## config.mk

```make
export PLATFORM = sky130hd
export DESIGN_NAME = act_out_rx_packer_flat
export DESIGN_NICKNAME = d
export VERILOG_FILES = /design/src/rtl/act_out_rx_packer_if.sv /design/src/rtl/act_out_rx_packer.sv /design/src/flat_wrapper.sv
export SDC_FILE = /design/constraint.sdc
export NUM_CORES = 1
export LEC_CHECK = 0
export BUFFER_PORTS_ARGS = -buffer_cell sky130_fd_sc_hd__buf_2
export CAP_MARGIN = 20
export CORE_MARGIN = 3
export CORE_UTILIZATION = 25
export CTS_CLUSTER_SIZE = 20
export DETAILED_ROUTE_END_ITERATION = 12
export PLACE_DENSITY_LB_ADDON = 0.15
export SLEW_MARGIN = 20
export SYNTH_ARGS = -nofsm -noshare
export SYNTH_HDL_FRONTEND = slang
export SYNTH_SLANG_ARGS = --single-unit
```

## constraint.sdc

```tcl
create_clock -name clk -period 13.24 [get_ports clk]
set_input_delay 0.662 -clock clk [delete_from_list [all_inputs] [get_ports clk]]
set_output_delay 0.662 -clock clk [all_outputs]
set_load 0.01 [all_outputs]
```

## src/rtl/act_out_rx_packer_if.sv

```systemverilog
// Bundles the byte-receive, flush and pipe-out read signals of the
// activation output packer. The master modport drives the inputs, and the
// packer itself connects through the slave modport.
interface act_out_rx_packer_if #(
   parameter int unsigned FIFO_DEPTH = 16,
   parameter int unsigned FIFO_AW    = $clog2(FIFO_DEPTH)
);

   // Controller / SPI side
   logic                act_out_rx_stage;
   logic [7:0]          rx_byte;
   logic                rx_byte_valid;
   logic                act_out_rx_done;
   logic                act_out_rx_valid;

   // Host pipe-out side
   logic                pipe_rd_en;
   logic                ovf_clr;
   logic [31:0]         pipe_dout;
   logic                fifo_empty;
   logic                fifo_full;
   logic [FIFO_AW:0]    word_count;
   logic [1:0]          byte_lane;
   logic                overflow;

   modport master (
      output act_out_rx_stage,
      output rx_byte,
      output rx_byte_valid,
      output act_out_rx_done,
      output pipe_rd_en,
      output ovf_clr,
      input  act_out_rx_valid,
      input  pipe_dout,
      input  fifo_empty,
      input  fifo_full,
      input  word_count,
      input  byte_lane,
      input  overflow
   );

   modport slave (
      input  act_out_rx_stage,
      input  rx_byte,
      input  rx_byte_valid,
      input  act_out_rx_done,
      input  pipe_rd_en,
      input  ovf_clr,
      output act_out_rx_valid,
      output pipe_dout,
      output fifo_empty,
      output fifo_full,
      output word_count,
      output byte_lane,
      output overflow
   );

endinterface

```

## src/rtl/act_out_rx_packer.sv

```systemverilog
// Packs output-activation bytes received during the RX stage into 32-bit
// little-endian words and buffers them in a circular FIFO for the host
// pipe-out. A flush request pushes any partial word, zero-padded in its
// upper lanes. Words pushed while the FIFO is full (and not being read
// in the same cycle) are dropped and flagged in a sticky overflow bit.
module act_out_rx_packer #(
   parameter int unsigned FIFO_DEPTH = 16,
   parameter int unsigned FIFO_AW    = $clog2(FIFO_DEPTH)
) (
   input  logic                     clk,
   input  logic                     rst,
   act_out_rx_packer_if.slave       io_bus
);

   localparam logic [FIFO_AW:0] DepthCount = (FIFO_AW + 1)'(FIFO_DEPTH);
   localparam logic [FIFO_AW:0] CountOne   = (FIFO_AW + 1)'(1);

   // Packing state
   logic [31:0]         r_pack;
   logic [1:0]          r_lane;
   logic                r_tick;

   // FIFO state
   logic [31:0]         r_mem [FIFO_DEPTH];
   logic [FIFO_AW-1:0]  r_wptr;
   logic [FIFO_AW-1:0]  r_rptr;
   logic [FIFO_AW:0]    r_count;
   logic [31:0]         r_dout;
   logic                r_overflow;

   // Combinational
   logic                w_accept;
   logic [31:0]         w_merged;
   logic                w_push;
   logic [31:0]         w_push_word;
   logic [31:0]         w_pack_d;
   logic [1:0]          w_lane_d;
   logic                w_empty;
   logic                w_full;
   logic                w_rd;
   logic                w_wr;
   logic                w_drop;

   assign w_accept = io_bus.rx_byte_valid & io_bus.act_out_rx_stage;
   assign w_empty  = (r_count == '0);
   assign w_full   = (r_count == DepthCount);

   // Pack register with the incoming byte dropped into its lane; upper lanes
   // are always zero in r_pack, so OR-ing is enough.
   assign w_merged = r_pack | ({24'h0, io_bus.rx_byte} << {r_lane, 3'b000});

   // Push decision and next packing state; a byte is merged before a flush.
   always_comb begin
      w_push      = 1'b0;
      w_push_word = r_pack;
      w_pack_d    = r_pack;
      w_lane_d    = r_lane;
      if (w_accept) begin
         w_push_word = w_merged;
         if (r_lane == 2'd3 || io_bus.act_out_rx_done) begin
            w_push   = 1'b1;
            w_pack_d = '0;
            w_lane_d = 2'd0;
         end else begin
            w_pack_d = w_merged;
            w_lane_d = r_lane + 2'd1;
         end
      end else if (io_bus.act_out_rx_done && r_lane != 2'd0) begin
         w_push   = 1'b1;
         w_pack_d = '0;
         w_lane_d = 2'd0;
      end
   end

   // FIFO access qualification; a full FIFO still accepts a push when it is
   // being read on the same edge.
   assign w_rd   = io_bus.pipe_rd_en & ~w_empty;
   assign w_wr   = w_push & (~w_full | w_rd);
   assign w_drop = w_push & w_full & ~w_rd;

   // Packing registers and the per-byte tick
   always_ff @(posedge clk or posedge rst) begin
      if (rst) begin
         r_pack <= '0;
         r_lane <= 2'd0;
         r_tick <= 1'b0;
      end else begin
         r_pack <= w_pack_d;
         r_lane <= w_lane_d;
         r_tick <= w_accept;
      end
   end

   // FIFO storage; contents need no reset since occupancy is tracked by count
   always_ff @(posedge clk) begin
      if (w_wr) begin
         r_mem[r_wptr] <= w_push_word;
      end
   end

   // FIFO pointers, occupancy, registered read data and sticky overflow
   always_ff @(posedge clk or posedge rst) begin
      if (rst) begin
         r_wptr     <= '0;
         r_rptr     <= '0;
         r_count    <= '0;
         r_dout     <= '0;
         r_overflow <= 1'b0;
      end else begin
         if (w_wr) begin
            r_wptr <= r_wptr + 1'b1;
         end
         if (w_rd) begin
            r_rptr <= r_rptr + 1'b1;
            r_dout <= r_mem[r_rptr];
         end
         unique case ({w_wr, w_rd})
            2'b10:   r_count <= r_count + CountOne;
            2'b01:   r_count <= r_count - CountOne;
            default: r_count <= r_count;
         endcase
         if (w_drop) begin
            r_overflow <= 1'b1;
         end else if (io_bus.ovf_clr) begin
            r_overflow <= 1'b0;
         end
      end
   end

   assign io_bus.act_out_rx_valid = r_tick;
   assign io_bus.pipe_dout        = r_dout;
   assign io_bus.fifo_empty       = w_empty;
   assign io_bus.fifo_full        = w_full;
   assign io_bus.word_count       = r_count;
   assign io_bus.byte_lane        = r_lane;
   assign io_bus.overflow         = r_overflow;

endmodule
```

## src/flat_wrapper.sv

```systemverilog
// flat-port wrapper written by rule: the top's interface ports become plain ports
module act_out_rx_packer_flat 
#(
   parameter int unsigned FIFO_DEPTH = 16,
   parameter int unsigned FIFO_AW    = $clog2(FIFO_DEPTH)
)
  (clk, rst, io_bus_act_out_rx_stage, io_bus_rx_byte, io_bus_rx_byte_valid, io_bus_act_out_rx_done, io_bus_pipe_rd_en, io_bus_ovf_clr, io_bus_act_out_rx_valid, io_bus_pipe_dout, io_bus_fifo_empty, io_bus_fifo_full, io_bus_word_count, io_bus_byte_lane, io_bus_overflow);
  act_out_rx_packer_if #(.FIFO_DEPTH(FIFO_DEPTH), .FIFO_AW(FIFO_AW)) io_bus_i ();
  input  logic clk;
  input  logic rst;
  input wire logic [$bits(io_bus_i.act_out_rx_stage)-1:0] io_bus_act_out_rx_stage;
  input wire logic [$bits(io_bus_i.rx_byte)-1:0] io_bus_rx_byte;
  input wire logic [$bits(io_bus_i.rx_byte_valid)-1:0] io_bus_rx_byte_valid;
  input wire logic [$bits(io_bus_i.act_out_rx_done)-1:0] io_bus_act_out_rx_done;
  input wire logic [$bits(io_bus_i.pipe_rd_en)-1:0] io_bus_pipe_rd_en;
  input wire logic [$bits(io_bus_i.ovf_clr)-1:0] io_bus_ovf_clr;
  output wire logic [$bits(io_bus_i.act_out_rx_valid)-1:0] io_bus_act_out_rx_valid;
  output wire logic [$bits(io_bus_i.pipe_dout)-1:0] io_bus_pipe_dout;
  output wire logic [$bits(io_bus_i.fifo_empty)-1:0] io_bus_fifo_empty;
  output wire logic [$bits(io_bus_i.fifo_full)-1:0] io_bus_fifo_full;
  output wire logic [$bits(io_bus_i.word_count)-1:0] io_bus_word_count;
  output wire logic [$bits(io_bus_i.byte_lane)-1:0] io_bus_byte_lane;
  output wire logic [$bits(io_bus_i.overflow)-1:0] io_bus_overflow;
  assign io_bus_i.act_out_rx_stage = io_bus_act_out_rx_stage;
  assign io_bus_i.rx_byte = io_bus_rx_byte;
  assign io_bus_i.rx_byte_valid = io_bus_rx_byte_valid;
  assign io_bus_i.act_out_rx_done = io_bus_act_out_rx_done;
  assign io_bus_i.pipe_rd_en = io_bus_pipe_rd_en;
  assign io_bus_i.ovf_clr = io_bus_ovf_clr;
  assign io_bus_act_out_rx_valid = io_bus_i.act_out_rx_valid;
  assign io_bus_pipe_dout = io_bus_i.pipe_dout;
  assign io_bus_fifo_empty = io_bus_i.fifo_empty;
  assign io_bus_fifo_full = io_bus_i.fifo_full;
  assign io_bus_word_count = io_bus_i.word_count;
  assign io_bus_byte_lane = io_bus_i.byte_lane;
  assign io_bus_overflow = io_bus_i.overflow;
  act_out_rx_packer #(.FIFO_DEPTH(FIFO_DEPTH), .FIFO_AW(FIFO_AW)) u_core (.clk(clk), .rst(rst), .io_bus(io_bus_i));
endmodule
```

==> results.toml, run 1 <==
[setup_path]
cp_num_buf_inv = 3
critPathRequiredTime_ns = 13.70
path_delay_family = "buffers and inverters"
crit_slowest_cell = "buf_4"
slowest_delay_ns = 0.76
crit_chain = "buf_4, buf_4, buf_4, mux4_2, mux2_2, o22ai_1, a21oi_1"
endpoint_kind = "flip-flop"
cp_max_fo = 44
cp-start-kind = "flip-flop"
path_common_cell = "buf_4"
cp.arrival_ns = 4.55
path_class = "flip-flop to flip-flop"

[placement]
dp_hpwl_um = 37000
place_ws_ns = 8.90
numPortBuffers = 57
gp_congestion = 0.695
dpl.cell_count = 2287

[timing]
finalSetupViolCount = 0
fin_crit_sh_pct = 30.9
fin_crit_ns = 4.09
worst_pin_slew_ns = 0.907
timing.fmax_ghz = 0.244
max_slew_margin_pct = 39.5
fin_ws_ns = 9.15
timing.clock.skew_ns = 0.0237
hold_viol_final = 0
fin_tns_setup_ns = 0
rsz0062_at_grt = "no"
drv_slew = 0

[logic_synthesis]
synthCells = 1093
synth_top_area_cell = "edfxtp_1"
synth_area_leaders = "edfxtp_1 (67%), mux4_2 (13%), dfrtp_1 (8.9%)"
synth-seq-area-share_pct = 76.3
synth_fp_nets = 1119
syn_avg_cell_area_sq_um = 20.9
synth_area_sq_um = 22800
synth_ff_type = "edfxtp_1"
async_flop_share_pct = 13.7
ys_ff_latch = 593
yosys_warnings = 0
synth_cell_types = 41
synth.top_cell.area_share_pct = 67.4
synth-edff-count = 512

[cells_and_area]
fin_cells = 2416
final_cell_mix = "edfxtp_1 (512), mux4_2 (128), dfrtp_1 (78)"
areaGrowthSynthToFinish_pct = 18.0
nNetsFinal = 1209
fin_util_pct = 29.8
layout-drive-gt1-share_pct = 30.7
final_common_cell = "edfxtp_1"
fill_cells = 8788

[drt]
route.detailed.wl_per_inst_um = 26.2
viasPerCell = 4.63
wl_um = 63400
drt_iter0_drc = 927
drc = 0
dr.pass1.iters = 5
postRouteAntennaNets = 0
vias = 11176

[clock_tree]
cts-root-buf = "clkbuf_16"
clk_pin_slew_worst_paths_ns = 0.06
cts_buffers = 69
cts_hold_buf = 0
cts_tree = "done"
cts.sink_count = 593
clockBufferDepth = 3
ctsResizeCount = 0
clk_latency_ns = 0.59
post-cts-setup-buffers = 0
htreeDepth = 3

[global_route]
antenna_found_initial = 11
grt_first_pass_wirelength_um = 91300
overflow = 0
grt_pass1_vias = 11877
grtUsageTotal_pct = 13.5
grt_max_degree = 71

[outcome]
status = "complete, no violations"

[die]
placement_rows = 110
start_util_pct = 25.3
ioPinCount = 58
die_w_um = 308
die_y_um = 308
dieArea_sq_um = 94900
coreArea_sq_um = 90300

[power_and_ir_drop]
power.static_leakage_uw = 0.00907
power_uw = 5880
peakVddDrop_mv = 0.0795
power-per-cell-area_nw_per_um2 = 219

[min_path]
hold_path_class = "input pin to async pin"

[flow_run]
max-cap-violations = 0
## through the flow
stage / area [sq um] / hold slack (ns)
global route: 26900 / 0.235
detailed placement: 24600 / 0.494
CTS: 26900 / 0.196
floorplan: 22800 / 0.475
finish: 26900 / 0.199
global placement: 24600 / 0.489
## synth_stat cells (6+ instances only)
library cell,number
edfxtp_1,512
xnor2_1,8
ha_1,10
buf_2,22
mux2_2,35
a21oi_1,35
a22o_1,32
buf_1,13
nand2_1,16
mux4_2,128
nor2_1,19
inv_1,8
a21o_1,33
o22ai_1,65
buf_6,6
dfrtp_1,81
clkbuf_1,24
## routing by layer
| metal | routed length, um | GRT usage [%] | vias up |
|---|---|---|---|
| met1 | 31000 | 20.2 | 6128 |
| met2 | 28700 | 20.4 | 252 |
| met5 | 0 | 0 | - |
| met3 | 2820 | 2.35 | 66 |
| li1 | - | - | 4730 |
| met4 | 889 | 3.32 | 0 |
## cells by family after synthesis
kind of cell    after synthesis  synth area share, %
fa+ha+maj                    11                0.637
flops                       593                 76.3
mux                         164                 14.4
buf+inv                      76                 1.62
xor+xnor                      9                0.346
simple gates                 64                 1.39
compound gates              176                 5.27
## power breakdown
group          leakage, uW  internal (uW)  switching (uW)  total, uW
clock              0.00113           1170             755       1920
combinational      0.00219            641             854       1490
sequential         0.00575           2290             174       2460
total              0.00907           4100            1780       5880
## final cells by class
class	count	area, sq um	area share [%]
clock inverters	45	465	1.73
flip-flops and latches	593	17400	64.7
repair buffers	87	523	1.94
well taps	1176	1470	5.47
multi-input cells	424	5160	19.2
clock buffers	81	1830	6.82
inverters	8	32.5	0.121
diodes	2	5.00	0.0186
## path summary, 6_finish.rpt
path                       cells past startpoint                    startpoint                                       to  slack (ns)
max                                            7  u_core.r_rptr[2]$_DFFE_PP0P_  u_core.io_bus.pipe_dout[10]$_DFFE_PP0P_        9.15
max in group asynchronous                      3                           rst             u_core.r_rptr[3]$_DFFE_PP0P_       11.76
min reg2reg                                    1  u_core.r_pack[2]$_DFFE_PP0P_             u_core.r_pack[2]$_DFFE_PP0P_        0.51
max reg2reg                                    7  u_core.r_rptr[2]$_DFFE_PP0P_  u_core.io_bus.pipe_dout[10]$_DFFE_PP0P_        9.15
min in group clk                               2                io_bus_ovf_clr       u_core.io_bus.overflow$_DFFE_PP0P_        0.27
min                                            2                           rst            u_core.r_pack[21]$_DFFE_PP0P_        0.20
## registers in the layout, indices dropped and copies added, names as in the netlist, 2 cells and up
register                  cells
u_core.r_mem                512
u_core.r_pack                32
u_core.io_bus.byte_lane       2
u_core.r_rptr                 4
u_core.io_bus.word_count      5
u_core.r_wptr                 4
u_core.io_bus.pipe_dout      32
(Power assumes the default switching activity.)
==> inputs of run 2 (changes only) <==
==> constraint.sdc (replaced) <==
create_clock -name clk -period 3.3 [get_ports clk]
set_input_delay 0.165 -clock clk [delete_from_list [all_inputs] [get_ports clk]]
set_output_delay 0.165 -clock clk [all_outputs]
set_load 0.01 [all_outputs]
==> run 2 against run 1 <==
Net effect:
- sequential power grew to 4.0 times the previous value
- die area is the same
- global-route usage is 0.57 points lower
- critical path type unchanged
- critical endpoint is now u_core.r_mem[15][12]$_DFFE_PP_
- largest cell class unchanged
- largest power group unchanged
==> results.toml, run 2 (same netlist as run 1, synthesis figures left out) <==
[outcome]
status = "complete, no violations"

[cells_and_area]
largest-register = "u_core.r_mem"
final_cell_mix = "edfxtp_1 (512), mux4_2 (128), dfrtp_1 (78)"
layout-drive-gt1-share_pct = 31.7
fin_util_pct = 30.2
areaGrowthSynthToFinish_pct = 19.5
nNetsFinal = 1247
diodes = 0
largest_reg_flops = 512
final_common_cell = "edfxtp_1"

[timing]
finalSetupViolCount = 0
fin_crit_ns = 2.82
timing.fmax_ghz = 0.354
worst_pin_slew_ns = 0.928
hold_viol_final = 0
drv_slew = 0
timing.clock.skew_ns = 0.0268
fin_crit_sh_pct = 85.5
fin_ws_ns = 0.479
max_slew_margin_pct = 38.1
rsz0062_at_grt = "no"

[drt]
drt_iter0_drc = 886
wl_um = 60200
drc = 0
vias = 11218
route.detailed.wl_per_inst_um = 24.5
dr.pass1.iters = 5
viasPerCell = 4.57
postRouteAntennaNets = 0

[power_and_ir_drop]
power.static_leakage_uw = 0.00926
peakVddDrop_mv = 0.340
power-per-cell-area_nw_per_um2 = 859

[global_route]
grt_max_degree = 82
grt_pass1_vias = 12150
antenna_found_initial = 2
grt_first_pass_wirelength_um = 89100
grtUsageTotal_pct = 12.9
overflow = 0

[die]
start_util_pct = 25.3
coreArea_sq_um = 90300
die_w_um = 308
ioPinCount = 58
die_y_um = 308
dieArea_sq_um = 94900
placement_rows = 110

[placement]
place_ws_ns = 0.463
dp_hpwl_um = 36000
numPortBuffers = 57
gp_congestion = 0.708

[setup_path]
cp-startpoint = "u_core.io_bus.byte_lane[1]$_DFFE_PP0P_"
path_class = "flip-flop to flip-flop"
reg2reg_from = "u_core.io_bus.byte_lane[1]$_DFFE_PP0P_"
critPathRequiredTime_ns = 3.50
endpoint_kind = "flip-flop"
cp-start-kind = "flip-flop"
ff2ff_path_depth = 8
cp.arrival_ns = 3.03
cp_max_fo = 24

[clock_tree]
cts_buffers = 70
htreeDepth = 3
cts_hold_buf = 9
cts_tree = "done"
clockBufferDepth = 3
clk_latency_ns = 0.59
clk_pin_slew_worst_paths_ns = 0.05
ctsResizeCount = 0
cts.sink_count = 593
post-cts-setup-buffers = 0
cts-root-buf = "clkbuf_16"

[min_path]
hold_path_class = "input pin to flip-flop"
hold_depth = 3
hold_path_startpoint = "io_bus_rx_byte_valid"

[flow_run]
max-cap-violations = 0
-- run 2: cell count changes in the layout (fill, tap and decap cells not counted), sizes merged, moves of 3 or more --
cell and change:
bufinv -3, clkbuf +11, buf +28, clkinv -9
dlygate4sd3 +9
-- run 2: path summary, 6_finish.rpt --
path	slack, ns	end
setup / recovery	0.48	u_core.r_mem[15][12]$_DFFE_PP_
max in group asynchronous	2.55	u_core.r_pack[7]$_DFFE_PP0P_
setup reg to reg	0.48	u_core.r_mem[15][12]$_DFFE_PP_
hold / removal	0.04	u_core.io_bus.act_out_rx_valid$_DFF_PP0_
hold reg to reg	0.51	u_core.r_pack[26]$_DFFE_PP0P_
min in group asynchronous	0.18	u_core.io_bus.pipe_dout[27]$_DFFE_PP0P_
-- run 2: report_power, final --
group / leakage, uW / switching (uW) / internal [uW]
Clock: 0.00110 / 3020 / 4570
Sequential: 0.00575 / 576 / 9180
Combinational: 0.00241 / 3330 / 2740
Total: 0.00926 / 6930 / 16500
-- run 2: critical path, stage by stage, from the launching register on --
cell      delay [ns]
dfrtp_1         0.51
inv_1           0.11
ha_1            0.23
a21boi_0        0.14
a311oi_1        0.23
buf_4           0.23
nand2_1         0.29
nor2_4          0.20
buf_4           0.46
-- run 2: layer usage --
| layer | up-vias | global-route usage (%) | share of wire (%) |
|---|---|---|---|
| met4 | 0 | 3.23 | 1.5 |
| met2 | 251 | 20.6 | 47 |
| met5 | - | 0 | 0 |
| met3 | 62 | 2.18 | 4.4 |
| li1 | 4821 | - | - |
| met1 | 6084 | 18.4 | 47 |
-- run 2: metrics by stage --
stage / power [uW] / setup TNS [ns] / instance area, sq um / hold WS [ns] / std cells
2_1_floorplan: 13900 / -50.07 / 22800 / 0.273 / 1093
3_3_place_gp: 16200 / 0 / 24900 / 0.346 / 2316
3_5_place_dp: 16200 / 0 / 24900 / 0.348 / 2316
4_1_cts: 24000 / 0 / 27300 / 0.00363 / 2453
5_1_grt: 24700 / 0 / 27300 / 0.0353 / 2453
6_report: 23400 / 0 / 27300 / 0.0414 / 2453
-- run 2: final cells by class --
type                    count  area, sq um
repair buffers            124          898
fillers                  8808        63000
clock buffers              92         1920
well taps                1176         1470
clock inverters            36          338
multi-input cells         424         5180
inverters                   8         32.5
flip-flops and latches    593        17400
==> inputs of run 3 (changes only) <==
--- a/config.mk
+++ b/config.mk
@@ -5,12 +5,13 @@
 export SDC_FILE = /design/constraint.sdc
 export NUM_CORES = 1
 export LEC_CHECK = 0
-export BUFFER_PORTS_ARGS = -buffer_cell sky130_fd_sc_hd__buf_2
 export CAP_MARGIN = 20
+export CORE_ASPECT_RATIO = 1.2
 export CORE_MARGIN = 3
 export CORE_UTILIZATION = 25
 export CTS_CLUSTER_SIZE = 20
 export DETAILED_ROUTE_END_ITERATION = 12
+export DONT_BUFFER_PORTS = 1
 export PLACE_DENSITY_LB_ADDON = 0.15
 export SLEW_MARGIN = 20
 export SYNTH_ARGS = -nofsm -noshare
==> run 3 against run 2 <==
Net effect:
- largest power group unchanged
- sequential power barely moved
- power down 2.1%
- critical path depth unchanged
- highest routed layer unchanged
==> results.toml, run 3 (same netlist as run 1, synthesis figures left out) <==
[outcome]
status = "complete, no violations"

[clock_tree]
cts_buffers = 61
clk_latency_ns = 0.64
htreeDepth = 2
cts_tree = "done"
ctsResizeCount = 0
clk_pin_slew_worst_paths_ns = 0.06
clockBufferDepth = 3
post-cts-setup-buffers = 0
cts-root-buf = "clkbuf_16"
cts.sink_count = 593

[global_route]
overflow = 0
grt_max_degree = 65
grt_pass1_vias = 11844
grt_first_pass_wirelength_um = 88600
antenna_found_initial = 1
grtUsageTotal_pct = 13.1

[timing]
fin_crit_ns = 2.83
max_slew_margin_pct = 32.7
hold_viol_final = 0
fin_hold_ws_ns = 0.0553
drv_slew = 0
finalSetupViolCount = 0
timing.fmax_ghz = 0.354
timing.clock.skew_ns = 0.0286
worst_pin_slew_ns = 1.01
fin_crit_sh_pct = 85.7
rsz0062_at_grt = "no"

[drt]
route.detailed.wl_per_inst_um = 25.9
drt_iter0_drc = 738
dr.pass1.iters = 4
wl_um = 61300
vias = 10977
postRouteAntennaNets = 0
drc = 0
viasPerCell = 4.64

[cells_and_area]
nNetsFinal = 1181
largest_reg_flops = 512
fill_cells = 8697
areaGrowthSynthToFinish_pct = 17.6
final_cell_mix = "edfxtp_1 (512), mux4_2 (128), dfrtp_1 (78)"
layout-drive-gt1-share_pct = 28.2
final_common_cell = "edfxtp_1"
largest-register = "u_core.r_mem"
fin_util_pct = 29.9

[setup_path]
crit_slowest_cell = "dfrtp_1"
path_class = "flip-flop to flip-flop"
crit_path_end = "u_core.r_mem[3][12]$_DFFE_PP_"
path_common_cell = "buf_4"
cp.arrival_ns = 3.11
critPathRequiredTime_ns = 3.58
reg2reg_from = "u_core.io_bus.byte_lane[1]$_DFFE_PP0P_"
crit_chain = "inv_1, ha_1, a21boi_0, a311oi_1, buf_4, nand2_1, nor3_4, buf_4"
slowest_delay_ns = 0.59
cp-start-kind = "flip-flop"
cp-startpoint = "u_core.io_bus.byte_lane[1]$_DFFE_PP0P_"
cp_max_fo = 23
path_depth = 8
r2r_end = "u_core.r_mem[3][12]$_DFFE_PP_"
ff2ff_path_depth = 8
endpoint_kind = "flip-flop"
rrSetupSlack_ns = 0.47
cp_num_buf_inv = 3
path_delay_family = "buffers and inverters"

[power_and_ir_drop]
pwr-share-clk_pct = 31.8
seqPwrFrac_pct = 44.0
power-per-cell-area_nw_per_um2 = 855
power.static_leakage_uw = 0.00896
peakVddDrop_mv = 0.364
p_sw_share_pct = 29.7
comb_power_share_pct = 24.2
intPower_uw = 16100
p_sw_uw = 6800

[die]
ioPinCount = 58
start_util_pct = 25.4
dieArea_sq_um = 94900
die_y_um = 337
placement_rows = 120
die_w_um = 282
coreArea_sq_um = 89800

[placement]
dp_hpwl_um = 34900
gp_congestion = 0.728
numPortBuffers = 0

[flow_run]
max-cap-violations = 0

[min_path]
hold_path_class = "input pin to flip-flop"
run 3: cell count changes in the layout (fill, tap and decap cells not counted), moves of 2 or more:
cell | previous run | this run
bufinv_16 | 6 | 9
clkbuf_8 | 2 | 5
inv_6 | 5 | 1
clkinv_1 | 13 | 4
buf_2 | 57 | 0
clkinvlp_4 | 2 | 4
buf_4 | 51 | 47
clkbuf_16 | 73 | 64
dlygate4sd3_1 | 9 | 13
run 3: layer usage:
layer	vias up	wire length, um	global-route usage (%)
met5	-	0	0
met2	226	29900	21.5
met1	6003	27100	17.8
li1	4678	-	-
met3	70	3250	2.83
met4	0	1100	3.10
run 3: cell type report:
class	instances	area, sq um	share of cell area (%)
sequential	593	17400	64.9
clock inverter	29	383	1.43
timing repair buffer	67	623	2.32
tap	1159	1450	5.41
clock buffer	86	1730	6.47
multi-input combinational	424	5180	19.3
antenna	1	2.50	0.00933
inverter	8	32.5	0.121
run 3: repair_timing:
item	CTS	global route
endpoints found under the setup margin	0	0
endpoints found under the hold margin	80	0
hold buffers	13	0
run 3: per-stage QoR:
step	cells	TNS (ns)	instance area, sq um	power, uW	setup slack (ns)
after global placement	2238	0	24600	16000	0.558
after floorplan	1093	-50.07	22800	13900	-0.176
after CTS	2366	0	26800	23400	0.472
after global routing	2366	0	26800	24100	0.309
final	2367	0	26800	22900	0.472
after detailed placement	2238	0	24600	16000	0.494
run 3: worst min-delay path by stage:
stage / from / endpoint / slack [ns] / depth (start not counted)
2_1_floorplan: io_bus_act_out_rx_done / u_core.io_bus.byte_lane[1]$_DFFE_PP0P_ / 0.27 / 1
3_3_place_gp: rst / u_core.io_bus.word_count[1]$_DFFE_PP0P_ / 0.20 / 1
3_5_place_dp: rst / u_core.io_bus.byte_lane[1]$_DFFE_PP0P_ / 0.20 / 1
4_1_cts: io_bus_act_out_rx_stage / u_core.io_bus.act_out_rx_valid$_DFF_PP0_ / 0.02 / 2
5_1_grt: io_bus_pipe_rd_en / u_core.io_bus.pipe_dout[0]$_DFFE_PP0P_ / 0.04 / 4
6_report: io_bus_pipe_rd_en / u_core.io_bus.pipe_dout[0]$_DFFE_PP0P_ / 0.06 / 4
run 3: worst register-to-register path, delay by kind of cell (launching register included):
family	cells	cell delay [ns]
AO/OA/AOI/OAI	2	0.35
AND/OR/NAND/NOR	2	0.52
flip-flops	1	0.59
buffers and inverters	3	0.76
adder cells (fa/ha/maj)	1	0.23
run 3: power by group through the flow:
stage / registers [uW] / logic, uW / clock network (uW)
final: 10100 / 5550 / 7290
after detailed placement: 10300 / 5680 / 0
after global placement: 10300 / 5680 / 0
after global routing: 10200 / 6070 / 7810
after floorplan: 9670 / 4180 / 0
after CTS: 10100 / 5730 / 7520
